==> src/rtl/watch_dog_timer_if.sv <==
// Watchdog service interface: enable/kick from the supervisor and the reset request back to it.
`default_nettype none

interface watch_dog_timer_if;
  logic wd_en;
  logic rst_o;

  modport master (output wd_en, input rst_o);
  modport slave  (input wd_en, output rst_o);
endinterface

`default_nettype wire

==> src/rtl/watch_dog_timer.sv <==
// Watchdog timer: raises a level reset request after TIMEOUT consecutive enabled cycles;
// dropping wd_en for one cycle kicks the count back to zero and releases the request.
`default_nettype none

module watch_dog_timer #(
  parameter int TIMEOUT = 100,
  parameter int CNT_W   = (TIMEOUT > 1) ? $clog2(TIMEOUT) : 1
) (
  input  logic               clk,
  input  logic               rst,
  watch_dog_timer_if.slave   wd
);

  typedef enum logic [1:0] {
    IDLE    = 2'd0,
    COUNT   = 2'd1,
    EXPIRED = 2'd2
  } state_t;

  localparam logic [CNT_W-1:0] CNT_LAST = CNT_W'(TIMEOUT - 1);
  localparam logic [CNT_W-1:0] CNT_ONE  = CNT_W'(1);

  state_t           state, state_nxt;
  logic [CNT_W-1:0] cnt, cnt_nxt;
  logic             rst_o_q, rst_o_nxt;

  always_ff @(posedge clk) begin
    if (!rst) begin
      state   <= IDLE;
      cnt     <= '0;
      rst_o_q <= 1'b0;
    end else begin
      state   <= state_nxt;
      cnt     <= cnt_nxt;
      rst_o_q <= rst_o_nxt;
    end
  end

  always_comb begin
    state_nxt = state;
    cnt_nxt   = cnt;
    rst_o_nxt = rst_o_q;
    case (state)
      IDLE: begin
        rst_o_nxt = 1'b0;
        if (wd.wd_en) begin
          // A one-cycle timeout expires on the very first enabled edge.
          if (TIMEOUT == 1) begin
            state_nxt = EXPIRED;
            rst_o_nxt = 1'b1;
          end else begin
            state_nxt = COUNT;
            cnt_nxt   = CNT_ONE;
          end
        end
      end
      COUNT: begin
        if (!wd.wd_en) begin
          state_nxt = IDLE;
          cnt_nxt   = '0;
          rst_o_nxt = 1'b0;
        end else if (cnt == CNT_LAST) begin
          state_nxt = EXPIRED;
          rst_o_nxt = 1'b1;
        end else begin
          cnt_nxt = cnt + CNT_ONE;
        end
      end
      EXPIRED: begin
        if (!wd.wd_en) begin
          state_nxt = IDLE;
          cnt_nxt   = '0;
          rst_o_nxt = 1'b0;
        end else begin
          rst_o_nxt = 1'b1;
        end
      end
      default: begin
        state_nxt = IDLE;
        cnt_nxt   = '0;
        rst_o_nxt = 1'b0;
      end
    endcase
  end

  assign wd.rst_o = rst_o_q;

endmodule

`default_nettype wire

==> src/flat_wrapper.sv <==
// flat-port wrapper written by rule: the top's interface ports become plain ports
module watch_dog_timer_flat 
#(
  parameter int TIMEOUT = 100,
  parameter int CNT_W   = (TIMEOUT > 1) ? $clog2(TIMEOUT) : 1
)
  (clk, rst, wd_wd_en, wd_rst_o);
  watch_dog_timer_if wd_i ();
  input  logic clk;
  input  logic rst;
  input wire logic [$bits(wd_i.wd_en)-1:0] wd_wd_en;
  output wire logic [$bits(wd_i.rst_o)-1:0] wd_rst_o;
  assign wd_i.wd_en = wd_wd_en;
  assign wd_rst_o = wd_i.rst_o;
  watch_dog_timer #(.TIMEOUT(TIMEOUT), .CNT_W(CNT_W)) u_core (.clk(clk), .rst(rst), .wd(wd_i));
endmodule
==> config.mk <==
export PLATFORM = sky130hd
export DESIGN_NAME = watch_dog_timer_flat
export DESIGN_NICKNAME = d
export VERILOG_FILES = /design/src/rtl/watch_dog_timer_if.sv /design/src/rtl/watch_dog_timer.sv /design/src/flat_wrapper.sv
export SDC_FILE = /design/constraint.sdc
export NUM_CORES = 1
export LEC_CHECK = 0
export CAP_MARGIN = 20
export CORE_AREA = 8 8 45 47
export CTS_CLUSTER_DIAMETER = 200
export DETAILED_ROUTE_END_ITERATION = 16
export DIE_AREA = 0 0 53 55
export MAX_ROUTING_LAYER = met4
export PLACE_DENSITY = 0.75
export SLEW_MARGIN = 30
export SYNTH_ARGS = -nofsm -noshare
export SYNTH_HDL_FRONTEND = slang
export SYNTH_SLANG_ARGS = --single-unit
==> constraint.sdc <==
create_clock -name clk -period 1.6 [get_ports clk]
set_input_delay 0.48 -clock clk [delete_from_list [all_inputs] [get_ports clk]]
set_output_delay 0.48 -clock clk [all_outputs]
set_load 0.05 [all_outputs]
==> impl_metrics.csv <==
group,metric,value,unit
synth,synth-seq-cells,10,
worst_setup_path,crit_path_end_kind,"flip-flop",
cells_and_area,drive_above_1_share,0.444,
synth,synth_flop_cell,"dfxtp_1",
routing,vias,531,
clock_network,ctsHoldBuffers,0,
global_route,grt_first_pass_wirelength,2180,um
cells_and_area,antenna_cells,0,
routing,drtPass1Iterations,4,
routing,wirelength,1260,um
floorplan,core_area,1380,um^2
global_route,grt_pass1_vias,503,
global_route,grt_max_degree,7,
global_route,grt.overflow.total,0,
placed_design,post-dp-hpwl,928,um
synth,syn_inst,64,
routing,wl_per_cell,13.0,um
cells_and_area,ff_latch_area,205,um^2
synth,synth_nets,71,
timing,rsz0062_at_grt,"true",
floorplan,start_util,0.427,
floorplan,num_io_pins,4,
worst_setup_path,path_cells,"buf_6 > ha_4 > mux2i_4 > o21ai_4 > or4_1 > a21oi_1",
placed_design,io_buffers,3,
timing,fin_skew,0.884,ps
synth,ys_types,30,
timing,max_freq,649,MHz
timing,drv_slew,0,
clock_network,cts_sinks,10,
floorplan,die_w,53,um
cells_and_area,post_layout_nonfiller_instances,97,
routing,drt_iter0_markers,10,
worst_setup_path,worstPathRequired,1790,ps
worst_setup_path,path_max_fanout,6,
routing,drcViolationCount,0,
placed_design,placed_cell_area,723,um^2
clock_network,root_buffer,"clkbuf_4",
timing,layout_setup_ws,59.9,ps
cells_and_area,finish.net_count,90,
synth,netlist_area,591,um^2
power_and_ir_drop,peakVddDrop,0.374,mV
timing,post-route-period-util,0.963,
timing,relSlewSlack,0.857,
synth,synth_commonest_cells,"10 x dfxtp_1, 7 x nand2_1, 7 x nor2_1",
clock_network,clk_pin_slew,60,ps
worst_setup_path,critPathMaxStageDelay,470,ps
global_route,antenna_found_initial,0,
synth,synth_edf_count,0,
hold_path,hold_class,"flip-flop to flip-flop",
clock_network,cts_max_level,1,
clock_network,cts_buffer_depth,2,
cells_and_area,fillers,111,
power_and_ir_drop,power.density,752,nW/um^2
synth,yosysMostFrequentCell,"dfxtp_1",
floorplan,chipHeight,55,um
synth,avgSynthCellArea,9.23,um^2
synth,synthArstFlopShare,0,
worst_setup_path,cp_slowest_cell,"or4_1",
worst_setup_path,worstSetupStartpointType,"flip-flop",
power_and_ir_drop,power,606,uW
run,drv_cap,0,
placed_design,gp_congestion,0.794,
worst_setup_path,crit_arrival,1730,ps
run_status,status,"finished clean",
synth,synth_top_area_frac,0.339,
synth,yosysSeqAreaShare,0.339,
floorplan,fp.dieArea,2920,um^2
cells_and_area,fin_area,806,um^2
timing,setup_viol,0,
global_route,track_usage,0.105,
cells_and_area,area_growth,36.4,%
cells_and_area,multi_input_area,412,um^2
clock_network,cts_made_buffers,3,
synth,synth.area.top_cells,"dfxtp_1 34%, ha_1 8.5%, nand2_1 4.4%",
timing,setup-tns-final,0,ps
timing,hold_violations,0,
timing,min_period,1540,ps
power_and_ir_drop,p_leak,0.000300,uW
routing,ant_nets,0,
clock_network,insertion_delay,260,ps
placed_design,place_inst,92,
floorplan,rows,14,
worst_setup_path,critPathKind,"flip-flop to flip-flop",
placed_design,place_ws,-491,ps
synth,yosys.area.top_type,"dfxtp_1",
clock_network,cts_tree,"yes",
timing,max_slew.worst_pin.slew,214,ps
routing,via_per_inst,5.47,
synth,yosysWarnings,0,
==> final timing paths <==
path | from | endpoint | slack, ps | cells after the start
hold reg to reg | u_core.cnt[5]$_SDFFE_PN0P_ | u_core.cnt[5]$_SDFFE_PN0P_ | 490 | 2
hold / removal | u_core.cnt[5]$_SDFFE_PN0P_ | u_core.cnt[5]$_SDFFE_PN0P_ | 490 | 2
setup reg to reg | u_core.state[1]$_SDFFE_PN0P_ | u_core.cnt[5]$_SDFFE_PN0P_ | 60 | 6
setup / recovery | u_core.state[1]$_SDFFE_PN0P_ | u_core.cnt[5]$_SDFFE_PN0P_ | 60 | 6
==> power by group <==
group	internal [uW]	leakage (uW)	total [uW]	switching (uW)
sequential	260	0.0000830	271	11.2
clock	86.9	0.0000138	171	84.4
combinational	84.5	0.000203	163	78.8
==> stage by stage <==
step                hold slack, ps  utilization
detailed placement             497        0.523
global placement               484        0.523
floorplan                      458            -
global route                   516        0.582
finish                         493        0.582
CTS                            505        0.540
==> critical path: cells and delay by family (launching register included) <==
family	cells	cell delay, ps
AND/OR/NAND/NOR	1	470
buffers and inverters	1	110
flip-flops	1	340
AO/OA/AOI/OAI	2	220
adder cells (fa/ha/maj)	1	160
multiplexers	1	170
==> registers in the layout, summed over array words and instances (netlist names) <==
| signal | cells |
|---|---|
| u_core.cnt | 7 |
| u_core.wd.rst_o | 1 |
| u_core.state | 2 |
==> placed cells by master (no fill, tap or decap), types with 2 or more instances in the layout <==
cell      count
nand4_1       2
dfxtp_1       6
nor2_1        7
or4_1         2
ha_2          2
a21oi_1       3
clkbuf_4      3
ha_4          2
o211ai_1      2
buf_6         2
xor2_1        2
buf_4        10
nand2_1       7
dfxtp_2       4
==> routing by layer <==
metal,GRT usage,vias up,part of all wire
li1,-,273,-
met1,0.117,242,0.45
met2,0.158,12,0.49
met3,0.0187,4,0.030
met4,0.0905,0,0.024
met5,-,-,0
==> final cells by class <==
type,count,share of cell area
tap,16,0.0248
inverter,3,0.0171
multi-input combinational,50,0.511
timing repair buffer,15,0.165
clock buffer,3,0.0280
sequential,10,0.255
==> kinds of logic (layout without fill, tap and decap cells) <==
family                   after synthesis  in the layout  share of synthesized area
XOR/XNOR                               2              2                     0.0297
adder cells (fa/ha/maj)                4              4                     0.0847
flip-flops                            10             10                      0.339
AO/OA/AOI/OAI                         17             17                      0.229
multiplexers                           2              2                     0.0551
AND/OR/NAND/NOR                       25             25                      0.225
buffers and inverters                  4             21                     0.0381
==> what timing repair did <==
item | in CTS | in global routing
setup endpoints to repair | 8 | 5
pin swaps | 1 | 5
buffers inserted | 0 | 2
resized for setup | 2 | 19
(Power assumes the default switching activity.)
==> edit 1 (same flow settings) <==
`TIMEOUT` is set to 100 in 2 places; all go to 200.
--- a/src/rtl/watch_dog_timer.sv
+++ b/src/rtl/watch_dog_timer.sv
@@ -3,7 +3,7 @@
 `default_nettype none
 
 module watch_dog_timer #(
-  parameter int TIMEOUT = 100,
+  parameter int TIMEOUT = 200,
   parameter int CNT_W   = (TIMEOUT > 1) ? $clog2(TIMEOUT) : 1
 ) (
   input  logic               clk,
--- a/src/flat_wrapper.sv
+++ b/src/flat_wrapper.sv
@@ -1,7 +1,7 @@
 // flat-port wrapper written by rule: the top's interface ports become plain ports
 module watch_dog_timer_flat 
 #(
-  parameter int TIMEOUT = 100,
+  parameter int TIMEOUT = 200,
   parameter int CNT_W   = (TIMEOUT > 1) ? $clog2(TIMEOUT) : 1
 )
   (clk, rst, wd_wd_en, wd_rst_o);
Function: same outputs for any inputs over 10 cycles, from zero or initial values and one cycle with rst low; that may be too few to reach the edited logic, so the function may still have changed.
==> edit 1 against the unedited design <==
Wire length grew 33%. Via count up 17%. Area after synthesis increased by 1.9%. Total power grew 19%. Cell area increased by 11%. Sequential power increased by 11%. Sequential cell count grew 1. Clock power is 19% higher. Setup slack worse by 0.021 ns. Non-clock buffer count is 9 higher. Utilization increased by 6.6 points.
==> edit 1: results (changes against the unedited design) <==
[route]
drt_wl_total_um = 1670  ; was 1260 um
dr.pass1.iters = 4  ; unchanged
dr_total_vias = 621  ; was 531
drt_iter0_drc = 6  ; was 10

[placement]
port-buffer-count = 3  ; unchanged
dp_hpwl_um = 1140  ; was 928 um
gp_congestion = 0.894  ; was 0.794

[synth]
synth_common_cells = dfxtp_1 (11), nand2_1 (9), a21oi_1 (7)  ; was dfxtp_1 (10), nand2_1 (7), nor2_1 (7)
synth_cell_types = 28  ; was 30
synth_fa_ha_area_share_pct = 8.32  ; was 8.47%
synth-compound-area-share_pct = 16.4  ; was 22.9%
yosysWarnings = 0  ; unchanged
synth.area.top_cells = dfxtp_1 (37%), ha_1 (8.3%), a21oi_1 (5.8%)  ; was dfxtp_1 (34%), ha_1 (8.5%), nand2_1 (4.4%)
yosysSeqAreaShare_pct = 36.6  ; was 33.9%
async_flop_share_pct = 0  ; unchanged
synthMuxAreaShare_pct = 5.20  ; was 5.51%
synth.net_count = 77  ; was 71
synth.most_common_cell = dfxtp_1  ; unchanged
synth_xor_area_share_pct = 4.37  ; was 2.97%

[final_layout]
nets = 106  ; was 90
antenna_cells = 0  ; unchanged
drive_above_1_share_pct = 44.9  ; was 44.4%
fill_cells = 108  ; was 111
largest_register = u_core.cnt  ; unchanged
largest_reg_flops = 8  ; was 7

[worst_setup_path]
crit_arrival_ns = 1.73  ; about the same
critical_path_class = reg2reg  ; unchanged
cp_slowest_cell = dfxtp_2  ; was or4_1
crit_fanout = 5  ; was 6
cpPeakStageDelay_ns = 0.36  ; was 0.47 ns
crit_family = buffers and inverters  ; was simple AND/OR/NAND/NOR gates
reg2reg_from = u_core.state[1]  ; unchanged
r2r_setup_slack_ns = 0.04  ; was 0.06 ns

[clocking]
clock_latency_ns = 0.28  ; was 0.26 ns
cts_made_buffers = 3  ; unchanged
root_buffer = clkbuf_4  ; unchanged
clockBufferDepth = 2  ; unchanged
clk_pin_slew_ns = 0.08  ; was 0.06 ns
htreeDepth = 1  ; unchanged

[power_and_ir_drop]
ir_drop_v = 0.000378  ; was 0.000374 V
total_leakage_power_nw = 0.341  ; was 0.300 nW

[grt]
antenna_found_initial = 0  ; unchanged
grt_pass1_vias = 635  ; was 503
grt_pass1_wl_um = 2620  ; was 2180 um
grt_usage_pct = 12.7  ; was 10.5%
grt_max_degree = 7  ; unchanged

[run_status]
status = finished, final reports clean  ; unchanged

[hold_path]
min_path_type = reg2reg  ; unchanged
worst_hold_startpoint = u_core.state[1]  ; was u_core.cnt[5]

[sta]
fin_crit_sh_pct = 97.5  ; was 96.3%
hold-worst-slack_ns = 0.511  ; was 0.493 ns
worst_pin_slew_ns = 0.313  ; was 0.214 ns
skew_ns = 0.00534  ; was 0.000884 ns

edit 1: cell count changes after synthesis, sizes merged, moves of 3 or more:
cell / before / now
nand3: 1 / 4
a21oi: 4 / 7
nand2: 7 / 10
xnor2: 0 / 3
nor2: 7 / 4
edit 1: stage by stage:
stage	std cells	TNS [ns]	util (%)	cell area (um2)	worst slack (ns)
after floorplan	70	0	-	602	0.00776
after global placement	109	-3.57	58.7	812	-0.427
after detailed placement	109	-3.75	58.7	812	-0.460
after CTS	113	0	60.9	843	0.0000862
after global routing	114	-0.0102	64.8	897	-0.00653
final	114	0	64.8	897	0.0393
edit 1: cell type report:
cell class              count  area share (%)
clock buffers               4            2.93
inverters                   4            1.67
multi-input cells          55            46.2
flip-flops and latches     11            25.1
well taps                  16            2.23
repair buffers             24            21.9
edit 1: final timing paths:
path / endpoint / cells after the start
worst max-delay path: u_core.cnt[0] / 8
worst min-delay path: u_core.state[1] / 2
worst max register to register: u_core.cnt[0] / 8
worst min register to register: u_core.state[1] / 2
edit 1: layer usage:
layer / share of wire [%] / vias up / wire length, um / global-route usage (%)
met5: 0 / - / 0 / -
met4: 4.9 / 0 / 82 / 12.5
met3: 1.6 / 9 / 27 / 0.802
met2: 52 / 13 / 864 / 20.7
met1: 42 / 294 / 698 / 13.4
li1: - / 305 / - / -
edit 1: worst reg2reg max path: stages, from the launching register on:
cell	delay [ns]
dfxtp_2	0.36
inv_2	0.05
ha_2	0.18
buf_4	0.14
mux2i_2	0.17
buf_4	0.14
buf_4	0.12
nand2b_1	0.06
o221a_1	0.22
edit 1: cells by family (layout without fill, tap and decap cells):
kind of cell               count (synthesis)  in the layout
and+or+nand+nor                           30             30
adders and majority gates                  4              4
AOI/OAI and AO/OA                         15             15
DFF                                       11             11
xor gates and xnor gates                   3              3
muxes                                      3              3
buffers and inverters                      4             32
edit 1: report_power, final:
group | switching, mW | internal [mW] | leakage [nW]
combinational | 0.102 | 0.116 | 0.235
clock | 0.107 | 0.0968 | 0.0150
sequential | 0.0114 | 0.288 | 0.0907
total | 0.220 | 0.501 | 0.341
edit 1: timing repair:
item | 4_1_cts | 5_1_grt
endpoints found under the hold margin | 0 | 0
setup endpoints to repair | 9 | 11
resized for setup | 4 | 14
setup buffers | 0 | 1
pin swaps | 1 | 8
cloned | 0 | 0
==> edit 2 (same flow settings) <==
Without the edit above. Reset style: asynchronous (`rst`), changed in one clocked block.
--- a/src/rtl/watch_dog_timer.sv
+++ b/src/rtl/watch_dog_timer.sv
@@ -24,7 +24,7 @@
   logic [CNT_W-1:0] cnt, cnt_nxt;
   logic             rst_o_q, rst_o_nxt;
 
-  always_ff @(posedge clk) begin
+  always_ff @(posedge clk or negedge rst) begin
     if (!rst) begin
       state   <= IDLE;
       cnt     <= '0;
Function: same outputs for any inputs over 10 cycles, from zero or initial values and one cycle with rst low; that may be too few to reach the edited logic, so the function may still have changed.
==> edit 2 against the unedited design <==
Via count fell by 4.7%. Setup slack improved by 0.069 ns. Cell area down 7.9%. Wire length shrank 2.9%. Worst hold slack better by 0.058 ns. Area after synthesis grew 7.4%. First-iteration DRC count grew 60%. Sequential share of layout area grew 8.3 points. Sequential cell count did not move. Die area unchanged.
Power is not compared: it rests on default switching activity, and its combinational part moved more than twofold at a synthesized area within 25%.
==> edit 2: results (changes against the unedited design) <==
[run_status]
status = finished, final reports clean  ; unchanged

[final_layout]
drive_above_1_share_pct = 21.9  ; was 44.4%
fill_cells = 116  ; was 111
nets = 82  ; was 90

[synth]
synth_common_cells = dfrtp_1 (10), nor2_1 (8), nand2_1 (6)  ; was dfxtp_1 (10), nand2_1 (7), nor2_1 (7)
synth.area.top_cells = dfrtp_1 (39%), ha_1 (7.9%), xor2_1 (6.9%)  ; was dfxtp_1 (34%), ha_1 (8.5%), nand2_1 (4.4%)
synth_fa_ha_area_share_pct = 7.89  ; was 8.47%
synth_xor_area_share_pct = 6.90  ; was 2.97%
async_flop_share_pct = 100  ; was 0%
yosysSeqAreaShare_pct = 39.4  ; was 33.9%
synth-compound-area-share_pct = 14.2  ; was 22.9%
synth_cell_types = 24  ; was 30
ys.flop_type = dfrtp_1  ; was dfxtp_1
synthMuxAreaShare_pct = 6.90  ; was 5.51%
syn_area_per_cell_um2 = 9.91  ; was 9.23 um2

[placement]
place_ws_ns = -0.282  ; was -0.491 ns
dp_hpwl_um = 946  ; was 928 um
post-place-cells = 86  ; was 92
gp_congestion = 0.765  ; was 0.794
placed_cell_area_um2 = 713  ; was 723 um2

[sta]
skew_ns = 0.00116  ; was 0.000884 ns
worst_pin_slew_ns = 0.479  ; was 0.214 ns
hold-worst-slack_ns = 0.551  ; was 0.493 ns
fin_crit_sh_pct = 91.9  ; was 96.3%

[clocking]
clockBufferDepth = 2  ; unchanged
root_buffer = clkbuf_4  ; unchanged
cts.repair.resized = 1  ; was 2

[worst_setup_path]
crit_arrival_ns = 1.65  ; was 1.73 ns
crit_family = flip-flops  ; was simple AND/OR/NAND/NOR gates
cpPeakStageDelay_ns = 0.40  ; was 0.47 ns
cp_slowest_cell = dfrtp_1  ; was or4_1
rr_worst_depth = 5  ; was 6
r2r_setup_slack_ns = 0.13  ; was 0.06 ns
crit_fanout = 4  ; was 6

[route]
dr_total_vias = 506  ; was 531
drt_iter0_drc = 16  ; was 10
dr.pass1.iters = 4  ; unchanged
avgViaCountPerCell = 5.69  ; was 5.47
routedWlPerCell_um = 13.8  ; was 13.0 um

[grt]
grt_pass1_wl_um = 2250  ; was 2180 um
grt_usage_pct = 10.7  ; was 10.5%
grt_max_degree = 11  ; was 7
grt_pass1_vias = 520  ; was 503

[power_and_ir_drop]
total_leakage_power_nw = 0.309
ir_drop_v = 0.000530
total_power_mw = 0.985

[hold_path]
min_path_type = in2async  ; was reg2reg

edit 2: worst paths after layout:
kind,from,endpoint
setup / recovery,u_core.cnt[1],u_core.cnt[1]
hold / removal,rst,u_core.cnt[1]
setup reg to reg,u_core.cnt[1],u_core.cnt[1]
hold reg to reg,u_core.state[1],u_core.state[1]
max in group asynchronous,rst,u_core.cnt[3]
min in group clk,u_core.state[1],u_core.state[1]
edit 2: cell type report:
cell class	instances	area, um2	area share [%]
flip-flops and latches	10	250	33.7
repair buffers	7	68.8	9.27
inverters	3	11.3	1.52
multi-input cells	50	369	49.7
clock buffers	3	22.5	3.04
well taps	16	20.0	2.70
edit 2: metal layers:
metal / GRT usage, % / routed length, um / vias to the layer above
li1: - / - / 245
met1: 10.9 / 534 / 244
met2: 18.4 / 613 / 15
met3: 2.14 / 55 / 2
met4: 7.33 / 21 / 0
met5: - / 0 / -
edit 2: cells by family after synthesis:
family          Yosys count
compound gates           14
xor+xnor                  5
fa+ha+maj                 4
buf+inv                   4
flops                    10
mux                       3
simple gates             24
